==> config.mk <==
export PLATFORM = sky130hd
export DESIGN_NAME = scan_out_ctrl
export DESIGN_NICKNAME = d
export VERILOG_FILES = /design/src/rtl/display_pkg.sv /design/src/rtl/raster_timing_gen.sv /design/src/rtl/scan_out_ctrl.sv
export SDC_FILE = /design/constraint.sdc
export NUM_CORES = 1
export LEC_CHECK = 0
export ABC_AREA = 0
export CORE_MARGIN = 2
export CORE_UTILIZATION = 50
export CTS_BUF_LIST = sky130_fd_sc_hd__clkbuf_4 sky130_fd_sc_hd__clkbuf_8
export CTS_CLUSTER_DIAMETER = 30
export DETAILED_ROUTE_END_ITERATION = 8
export PLACE_DENSITY = 0.88
export SLEW_MARGIN = 20
export SYNTH_ARGS = -nofsm -noshare
export SYNTH_HDL_FRONTEND = slang
export SYNTH_HIERARCHICAL = 1
export SYNTH_SLANG_ARGS = --single-unit
export TNS_END_PERCENT = 10
==> constraint.sdc <==
create_clock -name clock -period 3.9 [get_ports clock]
set_input_delay 0.39 -clock clock [delete_from_list [all_inputs] [get_ports clock]]
set_output_delay 0.39 -clock clock [all_outputs]
set_load 0.01 [all_outputs]
==> src/rtl/display_pkg.sv <==
// Shared display timing defaults, pixel geometry and small sizing helpers
// for the frame-buffer scan-out path.
package display_pkg;

  localparam int unsigned PixW  = 24;
  localparam int unsigned ChanW = 8;

  localparam bit SyncActiveLow = 1'b0;

  localparam int unsigned DefHActive = 10;
  localparam int unsigned DefHFp     = 2;
  localparam int unsigned DefHSync   = 3;
  localparam int unsigned DefHBp     = 2;
  localparam int unsigned DefVActive = 10;
  localparam int unsigned DefVFp     = 1;
  localparam int unsigned DefVSync   = 2;
  localparam int unsigned DefVBp     = 1;
  localparam int unsigned DefAddrW   = 20;

  typedef enum logic [0:0] {StIdle, StRun} scan_state_e;

  function automatic int unsigned axis_total(input int unsigned act, input int unsigned fp,
                                             input int unsigned sync, input int unsigned bp);
    return act + fp + sync + bp;
  endfunction

  function automatic int unsigned cnt_width(input int unsigned total);
    return (total > 1) ? $clog2(total) : 1;
  endfunction

endpackage

==> src/rtl/raster_timing_gen.sv <==
// Horizontal/vertical raster counters with active-area, sync-window and
// end-of-frame decode; run state only changes at frame boundaries.
module raster_timing_gen
  import display_pkg::*;
#(
  parameter int unsigned H_ACTIVE = DefHActive,
  parameter int unsigned H_FP     = DefHFp,
  parameter int unsigned H_SYNC   = DefHSync,
  parameter int unsigned H_BP     = DefHBp,
  parameter int unsigned V_ACTIVE = DefVActive,
  parameter int unsigned V_FP     = DefVFp,
  parameter int unsigned V_SYNC   = DefVSync,
  parameter int unsigned V_BP     = DefVBp
) (
  input  logic clk_i,
  input  logic rst_i,
  input  logic enable_i,
  output logic running_o,
  output logic active_o,
  output logic hsync_act_o,
  output logic vsync_act_o,
  output logic frame_end_o
);

  localparam int unsigned HTotal = axis_total(H_ACTIVE, H_FP, H_SYNC, H_BP);
  localparam int unsigned VTotal = axis_total(V_ACTIVE, V_FP, V_SYNC, V_BP);
  localparam int unsigned HW     = cnt_width(HTotal);
  localparam int unsigned VW     = cnt_width(VTotal);

  scan_state_e   state_q;
  logic [HW-1:0] h_q;
  logic [VW-1:0] v_q;
  logic          h_last, v_last;

  assign h_last = (32'(h_q) == HTotal - 1);
  assign v_last = (32'(v_q) == VTotal - 1);

  always_ff @(posedge clk_i) begin
    if (rst_i) begin
      state_q <= StIdle;
      h_q     <= '0;
      v_q     <= '0;
    end else begin
      unique case (state_q)
        StIdle: if (enable_i) state_q <= StRun;
        StRun: begin
          if (h_last) begin
            h_q <= '0;
            if (v_last) begin
              v_q <= '0;
              if (!enable_i) state_q <= StIdle;
            end else begin
              v_q <= v_q + 1'b1;
            end
          end else begin
            h_q <= h_q + 1'b1;
          end
        end
        default: state_q <= StIdle;
      endcase
    end
  end

  assign running_o   = (state_q == StRun);
  assign active_o    = running_o && (32'(h_q) < H_ACTIVE) && (32'(v_q) < V_ACTIVE);
  assign hsync_act_o = running_o && (32'(h_q) >= H_ACTIVE + H_FP)
                       && (32'(h_q) < H_ACTIVE + H_FP + H_SYNC);
  assign vsync_act_o = running_o && (32'(v_q) >= V_ACTIVE + V_FP)
                       && (32'(v_q) < V_ACTIVE + V_FP + V_SYNC);
  assign frame_end_o = running_o && h_last && v_last;

endmodule

==> src/rtl/scan_out_ctrl.sv <==
// Frame-buffer scan-out: raster timing, buffer read address/enables, ping-pong
// buffer selection swapped at frame boundaries, and 3-stage output alignment.
module scan_out_ctrl
  import display_pkg::*;
#(
  parameter int unsigned H_ACTIVE = DefHActive,
  parameter int unsigned H_FP     = DefHFp,
  parameter int unsigned H_SYNC   = DefHSync,
  parameter int unsigned H_BP     = DefHBp,
  parameter int unsigned V_ACTIVE = DefVActive,
  parameter int unsigned V_FP     = DefVFp,
  parameter int unsigned V_SYNC   = DefVSync,
  parameter int unsigned V_BP     = DefVBp,
  parameter int unsigned ADDR_W   = DefAddrW,
  parameter bit          SYNC_POL = SyncActiveLow
) (
  input  logic              clock,
  input  logic              reset,
  input  logic              enable,
  input  logic              swap_req,
  input  logic [7:0]        b0_d0,
  input  logic [7:0]        b0_d1,
  input  logic [7:0]        b0_d2,
  input  logic [7:0]        b1_d0,
  input  logic [7:0]        b1_d1,
  input  logic [7:0]        b1_d2,
  output logic [ADDR_W-1:0] addr_read,
  output logic              re0,
  output logic              re1,
  output logic              rd_sel,
  output logic              swap_ack,
  output logic [PixW-1:0]   pix,
  output logic              hsync,
  output logic              vsync,
  output logic              de,
  output logic              frame_done
);

  if (longint'(H_ACTIVE) * longint'(V_ACTIVE) > (longint'(1) << ADDR_W)) begin : g_addr_chk
    $error("scan_out_ctrl: ADDR_W too small for H_ACTIVE*V_ACTIVE");
  end

  logic running, active, hs_act, vs_act, frame_end;

  raster_timing_gen #(
    .H_ACTIVE (H_ACTIVE),
    .H_FP     (H_FP),
    .H_SYNC   (H_SYNC),
    .H_BP     (H_BP),
    .V_ACTIVE (V_ACTIVE),
    .V_FP     (V_FP),
    .V_SYNC   (V_SYNC),
    .V_BP     (V_BP)
  ) u_timing (
    .clk_i       (clock),
    .rst_i       (reset),
    .enable_i    (enable),
    .running_o   (running),
    .active_o    (active),
    .hsync_act_o (hs_act),
    .vsync_act_o (vs_act),
    .frame_end_o (frame_end)
  );

  logic [ADDR_W-1:0] idx_q;
  logic              pend_q;
  logic              de1_q, hs1_q, vs1_q;
  logic              de2_q, hs2_q, vs2_q, sel2_q;
  logic              do_swap;
  logic [PixW-1:0]   b0_pix, b1_pix;

  assign do_swap    = frame_end & (pend_q | swap_req);
  assign b0_pix     = {b0_d2, b0_d1, b0_d0};
  assign b1_pix     = {b1_d2, b1_d1, b1_d0};
  assign frame_done = frame_end;

  always_ff @(posedge clock) begin
    if (reset) begin
      idx_q     <= '0;
      addr_read <= '0;
      re0       <= 1'b0;
      re1       <= 1'b0;
      rd_sel    <= 1'b0;
      pend_q    <= 1'b0;
      swap_ack  <= 1'b0;
      de1_q     <= 1'b0;
      hs1_q     <= 1'b0;
      vs1_q     <= 1'b0;
      de2_q     <= 1'b0;
      hs2_q     <= 1'b0;
      vs2_q     <= 1'b0;
      sel2_q    <= 1'b0;
      de        <= 1'b0;
      pix       <= '0;
      hsync     <= ~SYNC_POL;
      vsync     <= ~SYNC_POL;
    end else begin
      // Linear pixel index tracked by increment; addr_read holds in blanking.
      if (frame_end) begin
        idx_q <= '0;
      end else if (active) begin
        addr_read <= idx_q;
        idx_q     <= idx_q + 1'b1;
      end
      re0   <= active & ~rd_sel;
      re1   <= active & rd_sel;
      de1_q <= active;
      hs1_q <= hs_act;
      vs1_q <= vs_act;

      // Buffer data lands one clock after re; sel2_q names its source buffer.
      de2_q  <= de1_q;
      hs2_q  <= hs1_q;
      vs2_q  <= vs1_q;
      sel2_q <= re1;

      de    <= de2_q;
      pix   <= de2_q ? (sel2_q ? b1_pix : b0_pix) : '0;
      hsync <= hs2_q ? SYNC_POL : ~SYNC_POL;
      vsync <= vs2_q ? SYNC_POL : ~SYNC_POL;

      if (do_swap) begin
        rd_sel <= ~rd_sel;
        pend_q <= 1'b0;
      end else if (swap_req) begin
        pend_q <= 1'b1;
      end
      swap_ack <= do_swap;
    end
  end

endmodule

==> results_dict.tcl <==
set metrics [dict create \
    status "complete, no violations" \
    cts-root-buf "clkbuf_8" \
    crit_path_top_delay_cell "clkdlybuf4s50_1" \
    critPathMaxFanout 6 \
    dieArea_um2 7493 \
    synth_xor_xnor_area_share_pct 4.626 \
    drc_errors 0 \
    final_cells 552 \
    fin_setup_tns_ns 0 \
    numPortBuffers 103 \
    ys_seq_area_share_pct 52.28 \
    clk_latency_ns 0.35 \
    dp_worst_setup_slack_ns 1.231 \
    powerDensity_nw_per_um2 359.7 \
    antenna_found_initial 0 \
    drt_first_iter_violations 113 \
    ant_nets 0 \
    max_stage_delay_ns 0.65 \
    ir_worst_vdd_v 0.0002411 \
    cts.htree.levels 3 \
    grt_pass1_wl_um 12130 \
    ys_ff_latch 89 \
    synth_top_family_by_area "simple AND/OR/NAND/NOR gates" \
    area_growth_pct 37.41 \
    min_path_type "register to register" \
    fp-row-count 30 \
    synth_compound_area_share_pct 7.452 \
    maxCapViolCount 0 \
    clkTransAtPathRegs_ns 0.09 \
    multi_input_area_um2 1518 \
    synthArstFlopShare_pct 0 \
    syn-instance-count 371 \
    crit_path_start_kind "register" \
    num_io_pins 104 \
    crit_chain "inv_1 -> ha_1 -> and4bb_2 -> nand3_1 -> nor3_1 -> clkdlybuf4s50_1" \
    max_freq_mhz 337.5 \
    synthSimpleGateAreaFrac_pct 23.42 \
    grt_setup_unrepaired "no" \
    drv_slew 0 \
    seqCellArea_um2 1782 \
    muxShareOfSynthArea_pct 7.930 \
    vias 2841 \
    crit_buf_inv 2 \
    cts_setup_buffers 0 \
    synth_ff_type "dfxtp_1" \
    syn_area_um2 3408 \
    synthesis.nets 426 \
    cp-end-kind "primary output" \
    wl_per_cell_um 14.04 \
    syn_area_per_cell_um2 9.187 \
    fin_crit_ns 2.963 \
    fp.dieW_um 86.56 \
    ys_types 39 \
    power_leakage_nw 1.609 \
    synth-edff-count 0 \
    skew_ns 0.01140 \
    worstSetupPathType "register to primary output" \
    clock_path_buffers 2 \
    core_area_um2 6681 \
    setup_slack_ns 0.9372 \
    grtUsageTotal_pct 20.55 \
    yosys_warnings 6 \
    diodes 0 \
    worst_pin_slew_ns 0.9004 \
    period_share_pct 75.97 \
    cts_made_buffers 9 \
    placedCellCount 536 \
    grt_max_degree 43 \
    synthAdderAreaFrac_pct 1.101 \
    fillers 511 \
    critical_path.top_delay_family "simple AND/OR/NAND/NOR gates" \
    start_util_pct 51.01 \
    fp.dieH_um 86.56 \
    nets 522 \
    grt_pass1_vias 2593 \
    cts_resized 0 \
    critPathArrivalTime_ns 2.57 \
    relSlewSlack_pct 39.97 \
    first_pass_iters 4 \
    drive_gt1_share_pct 5.720 \
    gr-total-overflow 0 \
    ctsHoldBuffers 0 \
    hold_violations 0 \
    gp_congestion 0.8211 \
    totalWireLength_um 7750 \
    cts_tree "yes" \
    hpwl_um 5580 \
    cts_num_sinks 89 \
    setup_viol 0 \
    viasPerCell 5.147 \
    required_ns 3.51 \
]
## final cells by class
class	instances	share of cell area, %
Clock buffer	10	2.939
Clock inverter	6	1.416
Inverter	7	0.5610
Multi-Input combinational cell	254	32.41
Sequential cell	89	38.04
Tap cell	80	2.137
Timing Repair Buffer	106	22.50
## placed cells by master, fill, tap and decap left out, types with 2 or more instances in the layout
master           Yosys  routed
nor2b_1             10      10
clkbuf_8             0      10
xor2_1              10      10
or4_4                2       2
nand4_1             11      11
mux2i_1             27      27
a21o_1               2       2
dfxtp_1             89      89
buf_4                0       3
clkinvlp_4           0       3
xnor2_1              8       8
clkdlybuf4s50_1      0     103
nor2_1              50      50
o211ai_1             2       2
nand2b_1             5       5
inv_1                7       7
a21oi_1             29      29
nand3_1              6       6
nor3_1               3       3
ha_1                 3       3
nor4_1               5       5
nand2_1             53      53
o21ai_0              9       9
or3_1                3       3
## worst paths after layout
kind / end / start / depth (start not counted) / slack (ns)
setup / recovery: frame_done / u_timing/h_q[1] / 6 / 0.94
hold / removal: vsync / vs2_q / 1 / 0.39
setup reg to reg: idx_q[19] / u_timing/running_o / 5 / 1.22
hold reg to reg: vsync / vs2_q / 1 / 0.39
## registers in the layout (all words and copies together), names as in the netlist, 4 cells and up
name / flops
idx_q: 20
addr_read: 20
pix: 24
u_timing/v_q: 4
u_timing/h_q: 5
## metrics by stage
stage / cell area (um2) / hold WS [ns] / power, W / utilization, %
final: 4683 / 0.3867 / 0.001685 / 70.09
after global routing: 4683 / 0.4027 / 0.001754 / 70.09
after CTS: 4683 / 0.3910 / 0.001705 / 70.09
after detailed placement: 4479 / 0.3703 / 0.001071 / 67.04
after global placement: 4479 / 0.3588 / 0.001067 / 67.04
after floorplan: 3408 / 0.3559 / 0.0009988 / -
## logic make-up after synthesis
logic type | Yosys count
XOR/XNOR | 18
AND/OR/NAND/NOR | 160
adder cells (fa/ha/maj) | 3
AO/OA/AOI/OAI | 46
buffers and inverters | 28
flip-flops | 89
multiplexers | 27
## layer usage
metal	vias up	share of wire, %	global-route usage, %
met5	-	0	0
met4	0	1.5	7.670
met3	10	7.7	4.571
met2	114	47	34.76
met1	1273	44	25.65
li1	1444	-	-
## synth_stat cells (all sizes together) (2+ instances only)
master / n / area share [%]
inv: 7 / 0.77
xor2: 10 / 2.6
mux2i: 27 / 7.9
clkbuf: 19 / 2.2
nor4: 5 / 0.92
nor2b: 10 / 1.8
dfxtp: 89 / 52
nand2b: 5 / 0.92
nand3: 6 / 0.88
o21ai: 9 / 1.3
nand4: 12 / 2.6
o211ai: 2 / 0.44
nor3: 3 / 0.44
a21o: 2 / 0.44
nand2: 53 / 5.8
or3: 4 / 0.77
a21oi: 29 / 4.3
or4: 3 / 0.88
xnor2: 8 / 2.1
buf: 2 / 0.22
nor2: 50 / 5.5
ha: 3 / 1.1
## power breakdown
| group | leakage [nW] | internal, W | switching (W) |
|---|---|---|---|
| Combinational | 0.795 | 0.0000713 | 0.0000470 |
| Sequential | 0.719 | 0.000919 | 0.0000115 |
| Clock | 0.0949 | 0.000314 | 0.000321 |
| Total | 1.61 | 0.00130 | 0.000380 |
No activity file was read; power rests on OpenSTA's default activity.
